===== config.mk =====
export PLATFORM = sky130hd
export DESIGN_NAME = button_debounce
export DESIGN_NICKNAME = d
export VERILOG_FILES = /design/src/rtl/button_debounce.sv
export SDC_FILE = /design/constraint.sdc
export NUM_CORES = 1
export LEC_CHECK = 0
export ABC_AREA = 1
export CAP_MARGIN = 0
export CELL_PAD_IN_SITES_DETAIL_PLACEMENT = 1
export CELL_PAD_IN_SITES_GLOBAL_PLACEMENT = 1
export CORE_ASPECT_RATIO = 2
export CORE_MARGIN = 2
export CORE_UTILIZATION = 48
export CTS_BUF_LIST = sky130_fd_sc_hd__clkbuf_2 sky130_fd_sc_hd__clkbuf_4 sky130_fd_sc_hd__clkbuf_8
export CTS_CLUSTER_DIAMETER = 50
export DETAILED_ROUTE_END_ITERATION = 16
export PLACE_DENSITY_LB_ADDON = 0.1
export SYNTH_ARGS = -nofsm -noshare
export SYNTH_HDL_FRONTEND = slang
export SYNTH_SLANG_ARGS = --single-unit
export TNS_END_PERCENT = 100

===== constraint.sdc =====
create_clock -name clk -period 13 [get_ports clk]
set_clock_uncertainty 0.05 [all_clocks]
set_input_delay 1.3 -clock clk [delete_from_list [all_inputs] [get_ports clk]]
set_output_delay 1.3 -clock clk [all_outputs]
set_load 0.02 [all_outputs]

===== src/rtl/button_debounce.sv =====
// Button input conditioner: synchronises raw active-low pins, debounces them into a clean
// active-high level, and produces one-cycle press, release and auto-repeat pulses per channel.
module button_debounce #(
  parameter int N_BTN           = 8,
  parameter int DEBOUNCE_CYCLES = 20000,
  parameter int HOLD_CYCLES     = 4000000,
  parameter int REPEAT_CYCLES   = 800000
) (
  input  logic             clk,
  input  logic             rst,
  input  logic [N_BTN-1:0] nbtn,
  output logic [N_BTN-1:0] btn_level,
  output logic [N_BTN-1:0] btn_press,
  output logic [N_BTN-1:0] btn_release,
  output logic [N_BTN-1:0] btn_repeat
);

  localparam int DB_W    = $clog2(DEBOUNCE_CYCLES);
  localparam int RPT_MAX = (HOLD_CYCLES > REPEAT_CYCLES) ? HOLD_CYCLES : REPEAT_CYCLES;
  localparam int RPT_W   = $clog2(RPT_MAX);

  localparam logic [DB_W-1:0]  DB_LAST   = DB_W'(DEBOUNCE_CYCLES - 1);
  localparam logic [RPT_W-1:0] HOLD_LAST = RPT_W'(HOLD_CYCLES - 1);
  localparam logic [RPT_W-1:0] RPT_LAST  = RPT_W'(REPEAT_CYCLES - 1);

  typedef enum logic [1:0] {
    ST_IDLE,
    ST_WAIT_HOLD,
    ST_REPEAT
  } rpt_state_t;

  logic [N_BTN-1:0] r_sync_p0;
  logic [N_BTN-1:0] r_sync_p1;

  logic [N_BTN-1:0] r_level_p2;
  logic [N_BTN-1:0] r_press_p2;
  logic [N_BTN-1:0] r_release_p2;
  logic [N_BTN-1:0] r_repeat_p2;
  logic [DB_W-1:0]  r_dcnt_p2 [N_BTN];
  logic [RPT_W-1:0] r_rcnt_p2 [N_BTN];
  rpt_state_t       r_state_p2 [N_BTN];

  logic [N_BTN-1:0] w_pressed;
  logic [N_BTN-1:0] w_db_done;
  logic [N_BTN-1:0] w_rise;
  logic [N_BTN-1:0] w_fall;
  logic [DB_W-1:0]  w_dcnt_nxt [N_BTN];
  logic [RPT_W-1:0] w_rcnt_nxt [N_BTN];
  rpt_state_t       w_state_nxt [N_BTN];
  logic [N_BTN-1:0] w_repeat_nxt;

  // Stage p0/p1: two-flop synchroniser; reset value 1 means "released"
  always_ff @(posedge clk or posedge rst) begin
    if (rst) begin
      r_sync_p0 <= '1;
      r_sync_p1 <= '1;
    end else begin
      r_sync_p0 <= nbtn;
      r_sync_p1 <= r_sync_p0;
    end
  end

  // Stage p2: debounce counters; w_rise/w_fall mark the edge on which the level flips
  always_comb begin
    w_pressed = ~r_sync_p1;
    w_db_done = '0;
    w_rise    = '0;
    w_fall    = '0;
    for (int i = 0; i < N_BTN; i++) begin
      w_dcnt_nxt[i] = r_dcnt_p2[i];
      w_db_done[i]  = (w_pressed[i] != r_level_p2[i]) && (r_dcnt_p2[i] == DB_LAST);
      w_rise[i]     = w_db_done[i] & w_pressed[i];
      w_fall[i]     = w_db_done[i] & ~w_pressed[i];
      if (w_pressed[i] == r_level_p2[i]) begin
        w_dcnt_nxt[i] = '0;
      end else if (w_db_done[i]) begin
        w_dcnt_nxt[i] = '0;
      end else begin
        w_dcnt_nxt[i] = r_dcnt_p2[i] + DB_W'(1);
      end
    end
  end

  always_ff @(posedge clk or posedge rst) begin
    if (rst) begin
      r_level_p2   <= '0;
      r_press_p2   <= '0;
      r_release_p2 <= '0;
      for (int i = 0; i < N_BTN; i++) begin
        r_dcnt_p2[i] <= '0;
      end
    end else begin
      r_level_p2   <= (r_level_p2 & ~w_fall) | w_rise;
      r_press_p2   <= w_rise;
      r_release_p2 <= w_fall;
      for (int i = 0; i < N_BTN; i++) begin
        r_dcnt_p2[i] <= w_dcnt_nxt[i];
      end
    end
  end

  // Repeat FSM: reacts on the same edge as the level flip, so the first repeat lands
  // exactly HOLD_CYCLES after the press pulse; a fall overrides any due repeat
  always_comb begin
    w_repeat_nxt = '0;
    for (int i = 0; i < N_BTN; i++) begin
      w_state_nxt[i] = r_state_p2[i];
      w_rcnt_nxt[i]  = r_rcnt_p2[i];
      case (r_state_p2[i])
        ST_IDLE: begin
          if (w_rise[i]) begin
            w_state_nxt[i] = ST_WAIT_HOLD;
            w_rcnt_nxt[i]  = '0;
          end
        end
        ST_WAIT_HOLD: begin
          if (r_rcnt_p2[i] == HOLD_LAST) begin
            w_repeat_nxt[i] = 1'b1;
            w_rcnt_nxt[i]   = '0;
            w_state_nxt[i]  = ST_REPEAT;
          end else begin
            w_rcnt_nxt[i] = r_rcnt_p2[i] + RPT_W'(1);
          end
        end
        ST_REPEAT: begin
          if (r_rcnt_p2[i] == RPT_LAST) begin
            w_repeat_nxt[i] = 1'b1;
            w_rcnt_nxt[i]   = '0;
          end else begin
            w_rcnt_nxt[i] = r_rcnt_p2[i] + RPT_W'(1);
          end
        end
        default: begin
          w_state_nxt[i] = ST_IDLE;
          w_rcnt_nxt[i]  = '0;
        end
      endcase
      if (w_fall[i]) begin
        w_state_nxt[i]  = ST_IDLE;
        w_rcnt_nxt[i]   = '0;
        w_repeat_nxt[i] = 1'b0;
      end
    end
  end

  always_ff @(posedge clk or posedge rst) begin
    if (rst) begin
      r_repeat_p2 <= '0;
      for (int i = 0; i < N_BTN; i++) begin
        r_state_p2[i] <= ST_IDLE;
        r_rcnt_p2[i]  <= '0;
      end
    end else begin
      r_repeat_p2 <= w_repeat_nxt;
      for (int i = 0; i < N_BTN; i++) begin
        r_state_p2[i] <= w_state_nxt[i];
        r_rcnt_p2[i]  <= w_rcnt_nxt[i];
      end
    end
  end

  assign btn_level   = r_level_p2;
  assign btn_press   = r_press_p2;
  assign btn_release = r_release_p2;
  assign btn_repeat  = r_repeat_p2;

endmodule


==> results.json <==
{
  "post_drt_wl_per_cell_um": 14.3,
  "async_reset_ff_share_pct": 100,
  "setup_viol": 0,
  "grt_pass1_vias": 18900,
  "numCtsBuffers": 55,
  "synth_top_area_cell": "dfrtp_1",
  "tightest_slew_ns": 0.970,
  "grt_max_degree": 146,
  "crit_type": "in -> async",
  "layout_commonest_cell": "nand2_1",
  "initial_utilization_pct": 48.4,
  "ys_seq_area_share_pct": 44.1,
  "rows": 107,
  "layout_common_cells": "686 x nand2_1, 482 x nor2_1, 369 x inv_1, 344 x dfrtp_1, 197 x nand3_1",
  "synth_edf_count": 0,
  "place_congestion": 0.842,
  "cts_tree": "yes",
  "port_buffers": 41,
  "pre_cts_slack_ns": 8.94,
  "ys_ff_latch": 360,
  "finalMaxSlewViolations": 0,
  "cts_post_setup_buffers_inserted": 0,
  "status": "finished, final reports clean",
  "netlist_instances": 2774,
  "cts.sinks": 360,
  "final_nets": 2902,
  "hold_buffers": 0,
  "worst_ep_arrival_time_ns": 3.77,
  "timing.final.hold_violations": 0,
  "dr.pass1.iters": 5,
  "cp.required_ns": 13.57,
  "chipHeight_um": 296,
  "max_freq_mhz": 312,
  "cts_root_buf": "clkbuf_8",
  "dieArea_um2": 44500,
  "grt_pass1_wl_um": 86400,
  "dpl.hpwl_um": 35100,
  "fin_ws_ns": 9.80,
  "post_cts_resized": 0,
  "synth_nets": 2832,
  "nFillCells": 5538,
  "cap_violations": 0,
  "num_vias": 17800,
  "synthToLayoutAreaGrowth_pct": 10.6,
  "startpoint_type": "input port",
  "power_mw": 2.30,
  "critical_path.max_fanout": 103,
  "final_util_pct": 53.6,
  "synth_cell_types": 46,
  "overflow": 0,
  "worstSetupEndpointType": "asynchronous set/reset pin",
  "clk_pin_slew_ns": 0.06,
  "finalCriticalPeriod_ns": 3.20,
  "layout-drive-gt1-share_pct": 7.06,
  "antenna_found_initial": 1,
  "post-route-drc-count": 0,
  "drt_iter0_markers": 662,
  "leakagePower_nw": 10.8,
  "syn_area_per_cell_um2": 7.39,
  "viasPerCell": 5.20,
  "relSlewSlack_pct": 35.2,
  "fin_crit_sh_pct": 24.6,
  "synth_top_area_share_pct": 42.0,
  "die_w_um": 150,
  "pin_count": 42,
  "clk_latency_ns": 0.63,
  "ys.flop_type": "dfrtp_1",
  "totalWireLength_um": 49100,
  "powerDensity_nw_per_um2": 101,
  "rsz0062_at_grt": "no",
  "clockBufferDepth": 3,
  "core_um2": 42300,
  "ctsHtreeMaxLevel": 2,
  "syn_area_um2": 20500,
  "final.setup.tns_ns": 0,
  "ant_nets": 0,
  "track_usage_pct": 22.9,
  "synthTopCellsByArea": "dfrtp_1 42%, nand2_1 13%, nor2_1 8.8%, inv_1 6.8%, nand3_1 4.8%",
  "hold_path_class": "reg -> reg",
  "ir_drop_mv": 0.0932,
  "ys_warn_count": 0
}
cells by family (layout without fill, tap and decap cells):
| logic type | count (synthesis) | in the layout | share of synthesized area (%) |
|---|---|---|---|
| AO/OA/AOI/OAI | 172 | 172 | 4.49 |
| XOR/XNOR | 113 | 113 | 4.83 |
| adder cells (fa/ha/maj) | 48 | 48 | 2.93 |
| buffers and inverters | 416 | 531 | 8.44 |
| flip-flops | 360 | 360 | 44.1 |
| other | 0 | 1 | 0 |
| AND/OR/NAND/NOR | 1665 | 1665 | 35.2 |
stage by stage:
| stage | cells | hold WS (ns) | instance area [um2] |
|---|---|---|---|
| 2_1_floorplan | 2774 | 0.295 | 20500 |
| 3_3_place_gp | 3332 | 0.296 | 21400 |
| 3_5_place_dp | 3332 | 0.298 | 21400 |
| 4_1_cts | 3434 | 0.307 | 22700 |
| 5_1_grt | 3435 | 0.310 | 22700 |
| 6_report | 3435 | 0.305 | 22700 |
synth_stat cells, types with 2 or more instances:
master / instances
buf_2: 8
nor2_4: 2
dfrtp_1: 344
xnor2_1: 6
xor2_1: 107
nand4_1: 123
ha_1: 48
o21ai_0: 73
a21oi_1: 63
buf_4: 8
nand3_2: 7
nand2_1: 686
nor4_1: 7
o21a_1: 2
or2_1: 5
nor2_2: 22
dfstp_2: 16
inv_1: 370
o21bai_1: 9
nor3b_1: 2
or2_0: 2
nand2_2: 18
a31oi_1: 5
nor3_2: 5
nor2_1: 482
and2_1: 4
or2_2: 8
nand3_1: 197
nand3b_1: 6
buf_6: 14
inv_2: 10
nor3_1: 85
nand2_4: 2
o21ai_1: 14
clkinv_2: 3
report_power, final:
group / internal (mW) / total, mW / switching (mW)
Combinational: 0.0111 / 0.0483 / 0.0373
Clock: 0.644 / 1.11 / 0.470
Sequential: 1.13 / 1.14 / 0.00588
final cells by class:
type                            instances  area, um2  area share, %
Timing Repair Buffer                   44        445           1.97
Multi-Input combinational cell       1998       9730           42.9
Clock buffer                           83       1070           4.71
Sequential cell                       360       9030           39.8
Tap cell                              545        682           3.01
Clock inverter                         19        245           1.08
Inverter                              385       1460           6.46
Antenna cell                            1       2.50         0.0110
sequential cells by signal, indices dropped and copies added (netlist names), named ones only:
register,flops
r_rcnt_p2,176
r_dcnt_p2,120
r_state_p2,16
btn_press,8
btn_release,8
btn_repeat,8
r_sync_p0,8
r_sync_p1,8
worst paths after layout:
| kind | from | end | slack (ns) | cells after the start |
|---|---|---|---|---|
| setup / recovery | rst | r_dcnt_p2[66] | 9.80 | 4 |
| hold / removal | r_sync_p0[5] | r_sync_p1[5] | 0.31 | 0 |
| setup reg to reg | r_dcnt_p2[30] | r_rcnt_p2[55] | 10.34 | 10 |
| hold reg to reg | r_sync_p0[5] | r_sync_p1[5] | 0.31 | 0 |
| max in group clk | register | btn_level[2] | 9.94 | 1 |
| min in group asynchronous | rst | r_dcnt_p2[1] | 1.15 | 2 |
per-layer routing:
metal / track usage (%) / part of all wire (%)
met1: 30.2 / 47
met2: 39.4 / 49
met3: 2.66 / 2.2
met4: 6.44 / 2.2
met5: 0 / 0
critical path, cell delays in order:
cell,delay [ns]
clkdlybuf4s50_1,0.49
inv_8,0.50
buf_4,0.63
buf_4,0.78
Note: power is estimated with default switching activity, not from simulation.
